### src/rtl/hbe_pkg.sv
// Shared types and helpers for the highest-bit encoder: FSM state encoding
// and the index-width derivation used by the top and its priority encoder.
package hbe_pkg;

    typedef enum logic {
        HBE_IDLE = 1'b0,
        HBE_EMIT = 1'b1
    } hbe_state_e;

    function automatic int hbe_idx_w(input int w);
        return (w > 1) ? $clog2(w) : 1;
    endfunction

endpackage

### src/rtl/msb_prio_enc.sv
// Purpose: combinational MSB-first priority encoder with any/multi flags.
// Latency: purely combinational, no registers.
// Backpressure: none; the caller owns all flow control.
module msb_prio_enc
    import hbe_pkg::*;
#(
    parameter int W     = 8,
    parameter int IDX_W = hbe_idx_w(W)
) (
    input  logic [W-1:0]     vec,
    output logic [IDX_W-1:0] idx,
    output logic             any,
    output logic             multi
);

    // Ascending scan so the highest set bit is the final assignment.
    always_comb begin
        idx = '0;
        for (int i = 0; i < W; i++) begin
            if (vec[i]) begin
                idx = IDX_W'(i);
            end
        end
    end

    assign any   = |vec;
    // Clearing the lowest set bit leaves something only if two or more were set.
    assign multi = |(vec & (vec - W'(1)));

endmodule

### src/rtl/highest_bit_encoder.sv
// Purpose: stream the index of every set bit of a word, highest first (HBE_COUNT_EN adds out_cnt).
// Latency: first beat 1 cycle after load; one beat per cycle; next word loads on the last beat.
// Backpressure: out_ready low freezes pend and all outputs; in_ready only while idle or on an accepted last beat.
module highest_bit_encoder
    import hbe_pkg::*;
#(
    parameter int W     = 8,
    parameter int IDX_W = hbe_idx_w(W)
) (
    input  logic             clk,
    input  logic             rst_n,
    input  logic             in_valid,
    output logic             in_ready,
    input  logic [W-1:0]     in_word,
    output logic             out_valid,
    input  logic             out_ready,
    output logic [IDX_W-1:0] out_idx,
    output logic             out_none,
    output logic             out_last
`ifdef HBE_COUNT_EN
    ,
    output logic [IDX_W:0]   out_cnt
`endif
);

    hbe_state_e       state_q, state_d;
    logic [W-1:0]     pend_q, pend_d, pend_clr;
    logic [IDX_W-1:0] top_idx;
    logic             pend_any, pend_multi;
    logic             emit, load, beat;

    msb_prio_enc #(
        .W     (W),
        .IDX_W (IDX_W)
    ) u_prio (
        .vec   (pend_q),
        .idx   (top_idx),
        .any   (pend_any),
        .multi (pend_multi)
    );

    assign emit      = (state_q == HBE_EMIT);
    assign out_valid = emit;
    assign out_idx   = top_idx;
    // pend is only empty in EMIT when the loaded word itself was zero.
    assign out_none  = emit && !pend_any;
    assign out_last  = emit && !pend_multi;
    assign in_ready  = !emit || (out_ready && out_last);
    assign load      = in_valid && in_ready;
    assign beat      = out_valid && out_ready;

    always_comb begin
        pend_clr          = pend_q;
        pend_clr[top_idx] = 1'b0;
        state_d           = state_q;
        pend_d            = pend_q;
        if (load) begin
            pend_d  = in_word;
            state_d = HBE_EMIT;
        end else if (beat) begin
            pend_d = pend_clr;
            if (out_last) begin
                state_d = HBE_IDLE;
            end
        end
    end

    always_ff @(posedge clk or negedge rst_n) begin
        if (!rst_n) begin
            state_q <= HBE_IDLE;
            pend_q  <= '0;
        end else begin
            state_q <= state_d;
            pend_q  <= pend_d;
        end
    end

`ifdef HBE_COUNT_EN
    logic [IDX_W:0] cnt_q, cnt_d;

    always_comb begin
        cnt_d = cnt_q;
        if (load) begin
            cnt_d = (IDX_W+1)'(1);
        end else if (beat && !out_last) begin
            cnt_d = cnt_q + (IDX_W+1)'(1);
        end
    end

    always_ff @(posedge clk or negedge rst_n) begin
        if (!rst_n) begin
            cnt_q <= '0;
        end else begin
            cnt_q <= cnt_d;
        end
    end

    assign out_cnt = cnt_q;
`endif

endmodule

### config.mk
export PLATFORM = sky130hd
export DESIGN_NAME = highest_bit_encoder
export DESIGN_NICKNAME = d
export VERILOG_FILES = /design/src/rtl/hbe_pkg.sv /design/src/rtl/msb_prio_enc.sv /design/src/rtl/highest_bit_encoder.sv
export SDC_FILE = /design/constraint.sdc
export NUM_CORES = 1
export LEC_CHECK = 0
export BUFFER_PORTS_ARGS = -buffer_cell sky130_fd_sc_hd__buf_4
export CAP_MARGIN = 20
export CORE_AREA = 2 2 41 43
export DETAILED_ROUTE_END_ITERATION = 10
export DIE_AREA = 0 0 43 45
export PLACE_DENSITY = 0.77
export SYNTH_ARGS = -nofsm -noshare
export SYNTH_HDL_FRONTEND = slang
export SYNTH_SLANG_ARGS = --single-unit
### constraint.sdc
create_clock -name clk -period 1.7 [get_ports clk]
set_clock_uncertainty 0.05 [all_clocks]
set_input_delay 0.17 -clock clk [delete_from_list [all_inputs] [get_ports clk]]
set_output_delay 0.17 -clock clk [all_outputs]
set_load 0.01 [all_outputs]
==> results.rst, run 1 <==
.. list-table::
   :header-rows: 1

   * - Metric
     - Value
   * - Outcome
     - finished, violations left
   * - Violated checks
     - negative setup slack
   * - Pin count of the biggest net entering global routing
     - 10
   * - DRC violation count after routing
     - 0
   * - Final routed wire length divided by cell count
     - 12.5 µm
   * - Clock tree root driver cell
     - clkbuf_4
   * - CTS clk-pin slew, worst paths
     - 70 ps
   * - Worst-Margin Slew
     - 352 ps
   * - Cell count after synthesis
     - 66
   * - Overall die width
     - 43 µm
   * - Worst Setup Slack, final
     - -250 ps
   * - Synthesized Nets
     - 78
   * - Post-layout utilization of the core
     - 62.7%
   * - Fill cell instance count of the final layout
     - 137
   * - Ranking of synthesized cells by area
     - dfrtp_1 (38%), nand2_1 (7.0%), o32ai_4 (4.7%)
   * - CP required
     - 1480 ps
   * - Hold path startpoint
     - in_word[6]
   * - Worst min-delay path category
     - in2reg
   * - Origin of the worst setup path
     - pend_q[1]
   * - Number of clock buffers inserted by TritonCTS
     - 3
   * - Die area
     - 1940 µm²
   * - Number of global-route vias before repair
     - 583
   * - Share of final-layout standard cells stronger than drive strength 1
     - 47.1%
   * - Register-to-register setup slack
     - -230 ps
   * - # port buffers
     - 18
   * - Crit start category
     - register
   * - First-iteration detailed-routing DRC count
     - 7
   * - Total half-perimeter wirelength after legalization and detailed placement
     - 1140 µm
   * - Power density over cell area
     - 2150 nW/µm²
   * - # IOs
     - 19
   * - Number of iterations in the first detailed-routing pass
     - 4
   * - Area grow syn2layout
     - 56.5%
   * - Fmax achieved
     - 513 MHz
   * - Critical path endpoint category
     - output port
   * - Die height
     - 45 µm
   * - Number of nets at the end of the flow
     - 117
   * - Leakage component of the power
     - 0.456 nW
   * - Global route overflow
     - 0
   * - Vias
     - 620
   * - H-tree Lvls
     - 1
   * - Register area share after synthesis
     - 38.2%
   * - Yosys synthesis warning count
     - 0
   * - Clock Sinks
     - 9
   * - Logic depth of the worst register-to-register path
     - 6
   * - R2R Path Start
     - pend_q[1]
   * - Initial core utilization
     - 40.1%
   * - Multi-input gate area
     - 363 µm²
   * - Depth of the worst hold-timing path
     - 3
   * - Worst Path Class, Setup
     - reg2out
   * - DR vias/cell
     - 5.17
   * - Number of antenna violations at the first check in global routing
     - 0
   * - Maximum fanout along the worst path
     - 4
   * - Synth area leader
     - dfrtp_1
   * - Minimum hold slack
     - 33.2 ps
   * - Worst slew margin relative to its limit
     - 76.4%
   * - Synthesized area
     - 589 µm²
   * - Max Cap Viol
     - 0
   * - Clock tree from TritonCTS
     - done
   * - Clock latency reported for the late side of the worst-skew pair
     - 270 ps
   * - Seq cells post-synth
     - 9
   * - Wire length reported by the detailed router
     - 1500 µm
   * - Post-synthesis area per instance
     - 8.93 µm²
   * - Maximum buffer depth of the clock tree
     - 2
   * - Post-layout instance area
     - 922 µm²
   * - Final number of hold-violating endpoints
     - 0
   * - Final GP Congestion
     - 0.795
   * - Min Tclk post-route
     - 1950 ps
   * - Floorplan row count
     - 14
   * - FF+latch area
     - 225 µm²
   * - Wire length of the first global-routing pass
     - 2530 µm
   * - Number of instances in the placed design
     - 111
   * - Antenna cell count
     - 0
   * - Number of pins with negative max-slew slack in the final report
     - 0
   * - Number of non-filler instances in the completed layout
     - 120
   * - Unrepaired setup endpoints after global routing
     - true
   * - Place WS
     - -103 ps
   * - Share of Yosys cell area claimed by the top area cell type
     - 38.2%
   * - Max rail drop VDD
     - 913 µV
   * - Number of setup violations in the final report
     - 11
   * - Core box area
     - 1470 µm²
   * - Total GRT Usage
     - 18.3%
   * - Cell area after placement
     - 831 µm²
   * - Data arrival time at the worst-slack endpoint
     - 1730 ps
   * - Count of antenna-violating nets left after detailed routing
     - 0
   * - Part of the cycle the worst path needs
     - 115%
   * - Count of cell types in the netlist
     - 25
-- state kept, by name, indices dropped and copies added (netlist names) --
signal	count
pend_q	8
out_valid	1
-- metrics by stage --
stage	power [mW]	setup TNS (ps)
after CTS	1.95	-2140
after floorplan	1.12	-85.4
after detailed placement	1.64	-663
final	1.99	-2130
after global placement	1.61	-212
after global routing	2.15	-3100
-- cells by family (layout without fill, tap and decap cells) --
family / Yosys count / count (layout) / synth area share (%)
compound gates: 25 / 25 / 34.8
simple gates: 24 / 24 / 18.5
flops: 9 / 9 / 38.2
buf+inv: 6 / 44 / 5.10
fa+ha+maj: 1 / 1 / 1.70
mux: 1 / 1 / 1.70
-- final timing paths --
check / endpoint
setup reg to reg: pend_q[4]
min in group asynchronous: pend_q[5]
hold reg to reg: pend_q[7]
max in group asynchronous: pend_q[1]
hold / removal: pend_q[6]
setup / recovery: in_ready
-- synth_stat cells (all sizes together) --
library cell   n
nand2         11
dfrtp          9
o21ai          7
nor2           6
inv            5
a22o           3
nor3           3
o21bai         3
a21oi          2
a31o           2
nand2b         2
o31ai          2
a211oi         1
a21bo          1
a21o           1
a311oi         1
buf            1
maj3           1
mux2i          1
o311ai         1
o32ai          1
or3            1
or4            1
-- worst max-delay path, stage by stage, from the launching register on --
cell	delay [ps]
dfrtp_1	380
or4_4	580
o21ai_4	160
a21oi_2	80
o21ai_2	130
buf_4	140
-- layout make-up --
class                      count  area share [%]
tap                           16            2.17
multi-input combinational     51            39.3
inverter                       5            2.04
sequential                     9            24.4
timing repair buffer          35            29.2
clock buffer                   4            2.85
-- repair_timing --
item,4_1_cts,5_1_grt
pin swaps,4,1
setup buffers,3,1
hold endpoints to repair,9,0
endpoints found under the setup margin,13,13
resized for setup,6,3
hold buffers,1,0
-- placed cells by master (no fill, tap or decap), drive strengths merged, types with 2 or more instances in the layout --
cell type  count
a21oi          2
a31o           2
inv            5
nand2b         2
nand2         11
clkbuf         4
nor3           3
o21bai         3
nor2           6
o21ai          7
dfrtp          9
o31ai          2
a22o           3
buf           34
-- report_power, final --
group          internal, mW  total (mW)  leakage (nW)  switching, mW
logic                 0.763        1.42         0.328          0.660
clock network        0.0911       0.178        0.0150         0.0865
registers             0.306       0.386         0.113         0.0801
total                  1.16        1.99         0.456          0.826
-- routing by layer --
metal  vias to the layer above  part of all wire, %  GRT usage, %
li1                        316                    -             -
met1                       281                   44          21.9
met2                        20                   50          30.6
met3                         3                  4.5          4.80
met4                         0                  1.8          9.09
met5                         -                    0             0
Power figures use the tool's default switching activity.
==> run 2: changes to the inputs <==
--- a/config.mk
+++ b/config.mk
@@ -5,12 +5,13 @@
 export SDC_FILE = /design/constraint.sdc
 export NUM_CORES = 1
 export LEC_CHECK = 0
-export BUFFER_PORTS_ARGS = -buffer_cell sky130_fd_sc_hd__buf_4
+export ABC_AREA = 1
+export BUFFER_PORTS_ARGS = -buffer_cell sky130_fd_sc_hd__buf_2
 export CAP_MARGIN = 20
-export CORE_AREA = 2 2 41 43
+export CORE_AREA = 2 2 43 45
 export DETAILED_ROUTE_END_ITERATION = 10
-export DIE_AREA = 0 0 43 45
-export PLACE_DENSITY = 0.77
+export DIE_AREA = 0 0 45 47
+export PLACE_DENSITY = 0.8
 export SYNTH_ARGS = -nofsm -noshare
 export SYNTH_HDL_FRONTEND = slang
 export SYNTH_SLANG_ARGS = --single-unit
==> run 2 against run 1 <==
The flow still finishes with violations (negative setup slack). Die area increased by 9.3%. Flip-flop and latch count unchanged. Via count rose by 30%. Largest cell class unchanged. Worst hold slack gained 100 ps. Sequential power rose by 12%. Clock-buffer cell count is the same. Global-route usage up 1.8 points. Combinational power is essentially flat. Sequential share of layout area shrank 0.088 points. Final cell count up 35%. First-iteration DRC count rose to 5.0 times the previous value. Fmax up 9.6%.
==> results.rst, run 2 <==
.. list-table::
   :header-rows: 1

   * - Metric
     - Value
   * - Outcome
     - finished, violations left (unchanged)
   * - Violated checks
     - negative setup slack (unchanged)
   * - FF+latch area
     - 229 µm² (was 225 µm²)
   * - # IOs
     - 19 (unchanged)
   * - H-tree Lvls
     - 1 (unchanged)
   * - Clock latency reported for the late side of the worst-skew pair
     - 270 ps (about the same)
   * - Worst Path Buf+Inv
     - 1 (unchanged)
   * - Crit-path max cell delay
     - 440 ps (was 580 ps)
   * - Worst-Margin Slew
     - 269 ps (was 352 ps)
   * - Fmax achieved
     - 562 MHz (was 513 MHz)
   * - # port buffers
     - 18 (unchanged)
   * - Global route overflow
     - 0 (unchanged)
   * - Crit start category
     - register (unchanged)
   * - Critical path endpoint category
     - output port (unchanged)
   * - Wire length of the first global-routing pass
     - 3040 µm (was 2530 µm)
   * - Count of cell types in the netlist
     - 15 (was 25)
   * - Number of pins with negative max-slew slack in the final report
     - 0 (unchanged)
   * - Data arrival time at the worst-slack endpoint
     - 1560 ps (was 1730 ps)
   * - Logic depth of the worst register-to-register path
     - 12 (was 6)
   * - Core box area
     - 1650 µm² (was 1470 µm²)
   * - Cell breakdown of the critical path
     - nor2_4 -> nand2_1 -> nand2_1 -> nand3_2 -> nor2_2 -> nand3_2 -> nand2_4 -> buf_2 (was or4_4 -> o21ai_4 -> a21oi_2 -> o21ai_2 -> buf_4)
   * - Clock tree root driver cell
     - clkbuf_4 (unchanged)
   * - Place WS
     - -26.7 ps (was -103 ps)
   * - Ranking of synthesized cells by area
     - dfrtp_1 (31%), nand2_1 (21%), nand3_1 (13%) (was dfrtp_1 (38%), nand2_1 (7.0%), o32ai_4 (4.7%))
   * - Final GP Congestion
     - 0.920 (was 0.795)
   * - Number of setup violations in the final report
     - 9 (was 11)
   * - Number of iterations in the first detailed-routing pass
     - 4 (unchanged)
   * - Clock Sinks
     - 9 (unchanged)
   * - Multi-input gate area
     - 425 µm² (was 363 µm²)
   * - Total GRT Usage
     - 20.1% (was 18.3%)
   * - Share of final-layout standard cells stronger than drive strength 1
     - 31.7% (was 47.1%)
   * - Area grow syn2layout
     - 31.0% (was 56.5%)
   * - Ranking of synthesized cells by instance count
     - nand2_1 (40), inv_1 (21), nand3_1 (18) (was nand2_1 (11), dfrtp_1 (9), nor2_1 (6))
   * - CP required
     - 1480 ps (about the same)
   * - Unrepaired setup endpoints after global routing
     - true (unchanged)
   * - Critical path's top delay family
     - simple AND/OR/NAND/NOR gates (unchanged)
   * - Pin count of the biggest net entering global routing
     - 11 (was 10)
   * - Total power consumption of the routed design
     - 2.00 mW (was 1.99 mW)
   * - Worst R2R End
     - pend_q[0] (was pend_q[4])
   * - Seq cells post-synth
     - 9 (unchanged)
   * - Final number of hold-violating endpoints
     - 0 (unchanged)
   * - Number of global-route vias before repair
     - 706 (was 583)
   * - EDFF count, synth
     - 0 (unchanged)
   * - Yosys synthesis warning count
     - 0 (unchanged)
   * - Number of non-filler instances in the completed layout
     - 162 (was 120)
   * - Die area
     - 2120 µm² (was 1940 µm²)
   * - Clock tree from TritonCTS
     - done (unchanged)
   * - Synthesized Nets
     - 128 (was 78)
   * - Ys async rst share
     - 100% (unchanged)
   * - Min Tclk post-route
     - 1780 ps (was 1950 ps)
   * - Post-layout instance area
     - 941 µm² (was 922 µm²)
   * - Register area share after synthesis
     - 31.4% (was 38.2%)
   * - Number of nets at the end of the flow
     - 158 (was 117)
   * - Share of Yosys cell area claimed by the top area cell type
     - 31.4% (was 38.2%)
   * - Worst slew margin relative to its limit
     - 82.0% (was 76.4%)
   * - Most flop-heavy register
     - pend_q (unchanged)
   * - Worst Setup Slack, final
     - -79.3 ps (was -250 ps)
   * - Floorplan row count
     - 15 (was 14)
   * - Final routed wire length divided by cell count
     - 11.2 µm (was 12.5 µm)
   * - Top library cells by usage in the layout, fill and taps aside
     - nand2_1 (40), inv_1 (20), nand3_1 (18), buf_2 (18), buf_4 (8) (was buf_4 (33), nand2_1 (11), dfrtp_1 (9), nor2_1 (6))
   * - Worst min-delay path category
     - in2reg (unchanged)
   * - Antenna cell count
     - 0 (unchanged)
   * - Power density over cell area
     - 2120 nW/µm² (was 2150 nW/µm²)
   * - Most common cell after layout, fill and taps aside
     - nand2_1 (was buf_4)
   * - DRC violation count after routing
     - 0 (unchanged)
   * - Max reg flops
     - 8 (unchanged)
   * - Maximum fanout along the worst path
     - 5 (was 4)
   * - Number of instances in the placed design
     - 153 (was 111)
   * - Total Neg Setup Slack
     - -305 ps (was -2130 ps)
   * - Count of antenna-violating nets left after detailed routing
     - 0 (unchanged)
   * - Initial core utilization
     - 43.5% (was 40.1%)
   * - CP max-delay cell
     - dfrtp_2 (was or4_4)
   * - Depth of the worst hold-timing path
     - 3 (unchanged)
   * - Cell area after placement
     - 837 µm² (was 831 µm²)
   * - Maximum buffer depth of the clock tree
     - 2 (unchanged)
   * - Synth Flop Type
     - dfrtp_1 (unchanged)
   * - Post-synthesis area per instance
     - 6.19 µm² (was 8.93 µm²)
   * - Cell count after synthesis
     - 116 (was 66)
   * - Number of clock buffers inserted by TritonCTS
     - 3 (unchanged)
   * - CTS clk-pin slew, worst paths
     - 60 ps (was 70 ps)
   * - Max Cap Viol
     - 0 (unchanged)
   * - Synthesized area
     - 718 µm² (was 589 µm²)
   * - DR vias/cell
     - 4.98 (was 5.17)
   * - Leakage component of the power
     - 0.570 nW (was 0.456 nW)
   * - Worst Path Class, Setup
     - reg2out (unchanged)
   * - Max rail drop VDD
     - 1060 µV (was 913 µV)
   * - First-iteration detailed-routing DRC count
     - 35 (was 7)
   * - R2R Path Start
     - pend_q[2] (was pend_q[1])
   * - Overall die width
     - 45 µm (was 43 µm)
   * - Total half-perimeter wirelength after legalization and detailed placement
     - 1310 µm (was 1140 µm)
   * - Register-to-register setup slack
     - -30 ps (was -230 ps)
   * - Number of antenna violations at the first check in global routing
     - 0 (unchanged)
   * - Hold EP
     - pend_q[7] (was pend_q[6])
   * - Fill cell instance count of the final layout
     - 163 (was 137)
   * - Leading cell type by number of instances after synthesis
     - nand2_1 (unchanged)
   * - Vias
     - 807 (was 620)
   * - Synth area leader
     - dfrtp_1 (unchanged)
   * - Wire length reported by the detailed router
     - 1820 µm (was 1500 µm)
   * - Part of the cycle the worst path needs
     - 105% (was 115%)
   * - Die height
     - 47 µm (was 45 µm)
   * - Hold path startpoint
     - in_word[7] (was in_word[6])
[run 2: repair_timing]
item / 4_1_cts / 5_1_grt
setup buffers: 3 / 1
gates resized for setup: 6 / 6
pin swaps: 5 / 2
endpoints found under the hold margin: 9 / 0
hold buffers: 1 / 0
setup endpoints to repair: 11 / 13
[run 2: power by group]
| part | switching, mW | internal [mW] |
|---|---|---|
| Clock | 0.0814 | 0.0909 |
| Combinational | 0.827 | 0.563 |
| Sequential | 0.125 | 0.309 |
| Total | 1.03 | 0.962 |
[run 2: cell type report]
class / count / area share [%]
clock buffer: 4 / 2.79
inverter: 21 / 8.38
multi-input combinational: 84 / 45.2
sequential: 9 / 24.3
tap: 17 / 2.26
timing repair buffer: 27 / 17.0
[run 2: worst max-delay path by stage]
| stage | cells past startpoint | slack [ps] | startpoint | endpoint |
|---|---|---|---|---|
| after floorplan | 11 | 210 | pend_q[2] | pend_q[0] |
| after global placement | 11 | 30 | pend_q[2] | pend_q[2] |
| after detailed placement | 11 | -30 | pend_q[2] | pend_q[0] |
| after CTS | 8 | -80 | pend_q[0] | in_ready |
| after global routing | 8 | -170 | pend_q[2] | in_ready |
| final | 8 | -80 | pend_q[2] | in_ready |
[run 2: through the flow]
step                utilization, %  hold slack, ps
floorplan                        -            -176
global placement              50.7           -17.5
detailed placement            50.7           -16.7
CTS                           55.5             131
global route                  57.0             162
finish                        57.0             133
[run 2: kinds of logic after synthesis]
| kind of cell | synth area share [%] |
|---|---|
| flops | 31.4 |
| buf+inv | 14.1 |
| simple gates | 46.7 |
| compound gates | 7.84 |
[run 2: per-layer routing]
metal | GRT usage, % | part of all wire (%) | vias to the layer above
li1 | - | - | 417
met1 | 27.1 | 45 | 357
met2 | 33.4 | 49 | 31
met3 | 1.15 | 5.0 | 2
met4 | 8.82 | 1.3 | 0
met5 | 0 | 0 | -
[run 2: worst reg2reg max path, delay by kind of cell (launching register included)]
family,cells,cell delay [ps]
buffers and inverters,1,170
flip-flops,1,440
AND/OR/NAND/NOR,11,1020
==> run 3: changes to the inputs <==
--- a/config.mk
+++ b/config.mk
@@ -5,13 +5,13 @@
 export SDC_FILE = /design/constraint.sdc
 export NUM_CORES = 1
 export LEC_CHECK = 0
-export ABC_AREA = 1
+export ABC_AREA = 0
 export BUFFER_PORTS_ARGS = -buffer_cell sky130_fd_sc_hd__buf_2
 export CAP_MARGIN = 20
-export CORE_AREA = 2 2 43 45
+export CORE_AREA = 2 2 41 43
 export DETAILED_ROUTE_END_ITERATION = 10
-export DIE_AREA = 0 0 45 47
-export PLACE_DENSITY = 0.8
+export DIE_AREA = 0 0 43 45
+export PLACE_DENSITY = 0.77
 export SYNTH_ARGS = -nofsm -noshare
 export SYNTH_HDL_FRONTEND = slang
 export SYNTH_SLANG_ARGS = --single-unit
==> run 3 against run 2 <==
Critical endpoint unchanged. The run still ends with negative setup slack left. Sequential share of layout area rose by 0.95 points. First-iteration DRC count fell by 60%. Combinational power about the same. Die area shrank 8.5%.
==> results.rst, run 3 (same netlist as run 1, synthesis figures left out) <==
.. list-table::
   :header-rows: 1

   * - Metric
     - Value
   * - CP max-delay cell
     - or4_4 (was dfrtp_2)
   * - Data arrival time at the worst-slack endpoint
     - 1730 ps (was 1560 ps)
   * - Wire length reported by the detailed router
     - 1650 µm (was 1820 µm)
   * - Clock share of power
     - 8.3% (was 8.6%)
   * - Worst slew margin relative to its limit
     - 77.6% (was 82.0%)
   * - Critical path endpoint category
     - output port (unchanged)
   * - Reg power frac
     - 20.0% (was 21.7%)
   * - Final number of hold-violating endpoints
     - 0 (unchanged)
   * - Fmax achieved
     - 512 MHz (was 562 MHz)
   * - Overall die width
     - 43 µm (was 45 µm)
   * - Cell area after placement
     - 793 µm² (was 837 µm²)
   * - Vias
     - 643 (was 807)
   * - CP required
     - 1480 ps (about the same)
   * - Maximum fanout along the worst path
     - 4 (was 5)
   * - Final routed wire length divided by cell count
     - 13.7 µm (was 11.2 µm)
   * - Post-layout instance area
     - 891 µm² (was 941 µm²)
   * - Global route overflow
     - 0 (unchanged)
   * - Top library cells by usage in the layout, fill and taps aside
     - buf_2 (17), buf_4 (13), nand2_1 (11), dfrtp_1 (9), nor2_1 (6) (was nand2_1 (40), inv_1 (20), nand3_1 (18), buf_2 (18), buf_4 (8))
   * - CTS clk-pin slew, worst paths
     - 60 ps (about the same)
   * - Fill cell instance count of the final layout
     - 134 (was 163)
   * - Number of instances in the placed design
     - 112 (was 153)
   * - Switching power
     - 846 µW (was 1.03 mW)
   * - Number of setup violations in the final report
     - 11 (was 9)
   * - Clock tree root driver cell
     - clkbuf_4 (unchanged)
   * - Number of non-filler instances in the completed layout
     - 120 (was 162)
   * - # port buffers
     - 18 (unchanged)
   * - Crit-path max cell delay
     - 580 ps (was 440 ps)
   * - Crit start category
     - register (unchanged)
   * - Initial core utilization
     - 40.1% (was 43.5%)
   * - Wire length of the first global-routing pass
     - 2770 µm (was 3040 µm)
   * - Clock Sinks
     - 9 (unchanged)
   * - H-tree Lvls
     - 1 (unchanged)
   * - Clock latency reported for the late side of the worst-skew pair
     - 260 ps (was 270 ps)
   * - Worst Setup Slack, final
     - -251 ps (was -79.3 ps)
   * - Pin count of the biggest net entering global routing
     - 10 (was 11)
   * - Part of the cycle the worst path needs
     - 115% (was 105%)
   * - Floorplan row count
     - 14 (was 15)
   * - # IOs
     - 19 (unchanged)
   * - DR vias/cell
     - 5.36 (was 4.98)
   * - Worst min-delay path category
     - in2reg (unchanged)
   * - Number of antenna violations at the first check in global routing
     - 0 (unchanged)
   * - Maximum buffer depth of the clock tree
     - 2 (unchanged)
   * - Critical path's top delay family
     - simple AND/OR/NAND/NOR gates (unchanged)
   * - Clock tree from TritonCTS
     - done (unchanged)
   * - Worst Path Buf+Inv
     - 1 (unchanged)
   * - Final GP Congestion
     - 0.821 (was 0.920)
   * - Die height
     - 45 µm (was 47 µm)
   * - Switching portion of total power
     - 42.8% (was 51.8%)
   * - Number of pins with negative max-slew slack in the final report
     - 0 (unchanged)
   * - Number of global-route vias before repair
     - 637 (was 706)
   * - Share of final-layout standard cells stronger than drive strength 1
     - 47.1% (was 31.7%)
   * - Gate power share
     - 71.7% (was 69.6%)
   * - Most flop-heavy register
     - pend_q (unchanged)
   * - Power density over cell area
     - 2220 nW/µm² (was 2120 nW/µm²)
   * - Unrepaired setup endpoints after global routing
     - true (unchanged)
   * - Leakage component of the power
     - 0.445 nW (was 0.570 nW)
   * - Min Tclk post-route
     - 1950 ps (was 1780 ps)
   * - Core box area
     - 1470 µm² (was 1650 µm²)
   * - Max Cap Viol
     - 0 (unchanged)
   * - Worst Path Class, Setup
     - reg2out (unchanged)
   * - Outcome
     - finished, violations left (unchanged)
   * - DRC violation count after routing
     - 0 (unchanged)
   * - Worst-Margin Slew
     - 334 ps (was 269 ps)
   * - Max reg flops
     - 8 (unchanged)
   * - Cell breakdown of the critical path
     - or4_4 -> o21ai_4 -> a21oi_2 -> o21ai_2 -> buf_2 (was nor2_4 -> nand2_1 -> nand2_1 -> nand3_2 -> nor2_2 -> nand3_2 -> nand2_4 -> buf_2)
   * - Count of antenna-violating nets left after detailed routing
     - 0 (unchanged)
   * - First-iteration detailed-routing DRC count
     - 14 (was 35)
   * - Most common cell after layout, fill and taps aside
     - buf_2 (was nand2_1)
   * - Area grow syn2layout
     - 51.2% (was 31.0%)
   * - Violated checks
     - negative setup slack (unchanged)
   * - Antenna cell count
     - 0 (unchanged)
   * - Max rail drop VDD
     - 1050 µV (was 1060 µV)
   * - Number of nets at the end of the flow
     - 117 (was 158)
   * - Internal Pwr Total
     - 1.13 mW (was 962 µW)
   * - Die area
     - 1940 µm² (was 2120 µm²)
   * - Number of iterations in the first detailed-routing pass
     - 4 (unchanged)
   * - Number of clock buffers inserted by TritonCTS
     - 3 (unchanged)
   * - Total half-perimeter wirelength after legalization and detailed placement
     - 1280 µm (was 1310 µm)
   * - Total GRT Usage
     - 19.1% (was 20.1%)
## run 3: worst reg2reg max path, cell delays in order (launching register included)
cell and delay (ps):
dfrtp_1 380, or4_4 580, buf_4 170, o32ai_4 220
a31o_4 180, o21bai_1 80, a22o_1 190
## run 3: layer usage
layer	track usage, %	vias to the layer above	routed length (µm)
met5	0	-	0
met4	9.70	0	28
met3	2.80	5	85
met2	33.3	25	873
met1	22.9	297	659
li1	-	316	-
## run 3: what timing repair did
action	in CTS	in global routing
cloned	0	0
setup buffers	2	1
endpoints found under the setup margin	11	13
hold buffers	1	0
pin swaps	4	2
endpoints found under the hold margin	9	0
gates resized for setup	5	6
## run 3: layout make-up
cell class / count / area, µm² / share of cell area (%)
Multi-Input combinational cell: 51 / 363 / 40.7
Timing Repair Buffer: 35 / 238 / 26.7
Sequential cell: 9 / 225 / 25.3
Clock buffer: 4 / 26.3 / 2.95
Tap cell: 16 / 20.0 / 2.25
Inverter: 5 / 18.8 / 2.11
## run 3: worst paths after layout
path	start	end	slack (ps)	cells after the start
max in group asynchronous	rst_n	out_valid	1180	2
hold reg to reg	pend_q[7]	pend_q[7]	590	1
setup / recovery	pend_q[0]	in_ready	-250	5
hold / removal	in_word[6]	pend_q[6]	60	3
setup reg to reg	pend_q[0]	pend_q[4]	-250	6
min in group asynchronous	rst_n	pend_q[3]	230	2
## run 3: metrics by stage
step	total power, mW	worst slack, ps	TNS [ps]	hold slack [ps]	utilization, %
floorplan	1.12	-29.6	-85.4	-176	-
global route	2.14	-328	-3010	58.8	60.5
CTS	1.87	-251	-2090	45.0	58.6
detailed placement	1.59	-101	-448	-17.3	53.9
finish	1.98	-251	-2150	57.3	60.5
global placement	1.55	-46.9	-145	-20.9	53.9
## run 3: power by group through the flow
stage	Clock (mW)	Sequential (mW)	Combinational, mW
floorplan	0	0.415	0.701
global placement	0	0.383	1.16
detailed placement	0	0.390	1.20
CTS	0.168	0.389	1.31
global route	0.190	0.404	1.54
finish	0.165	0.394	1.42
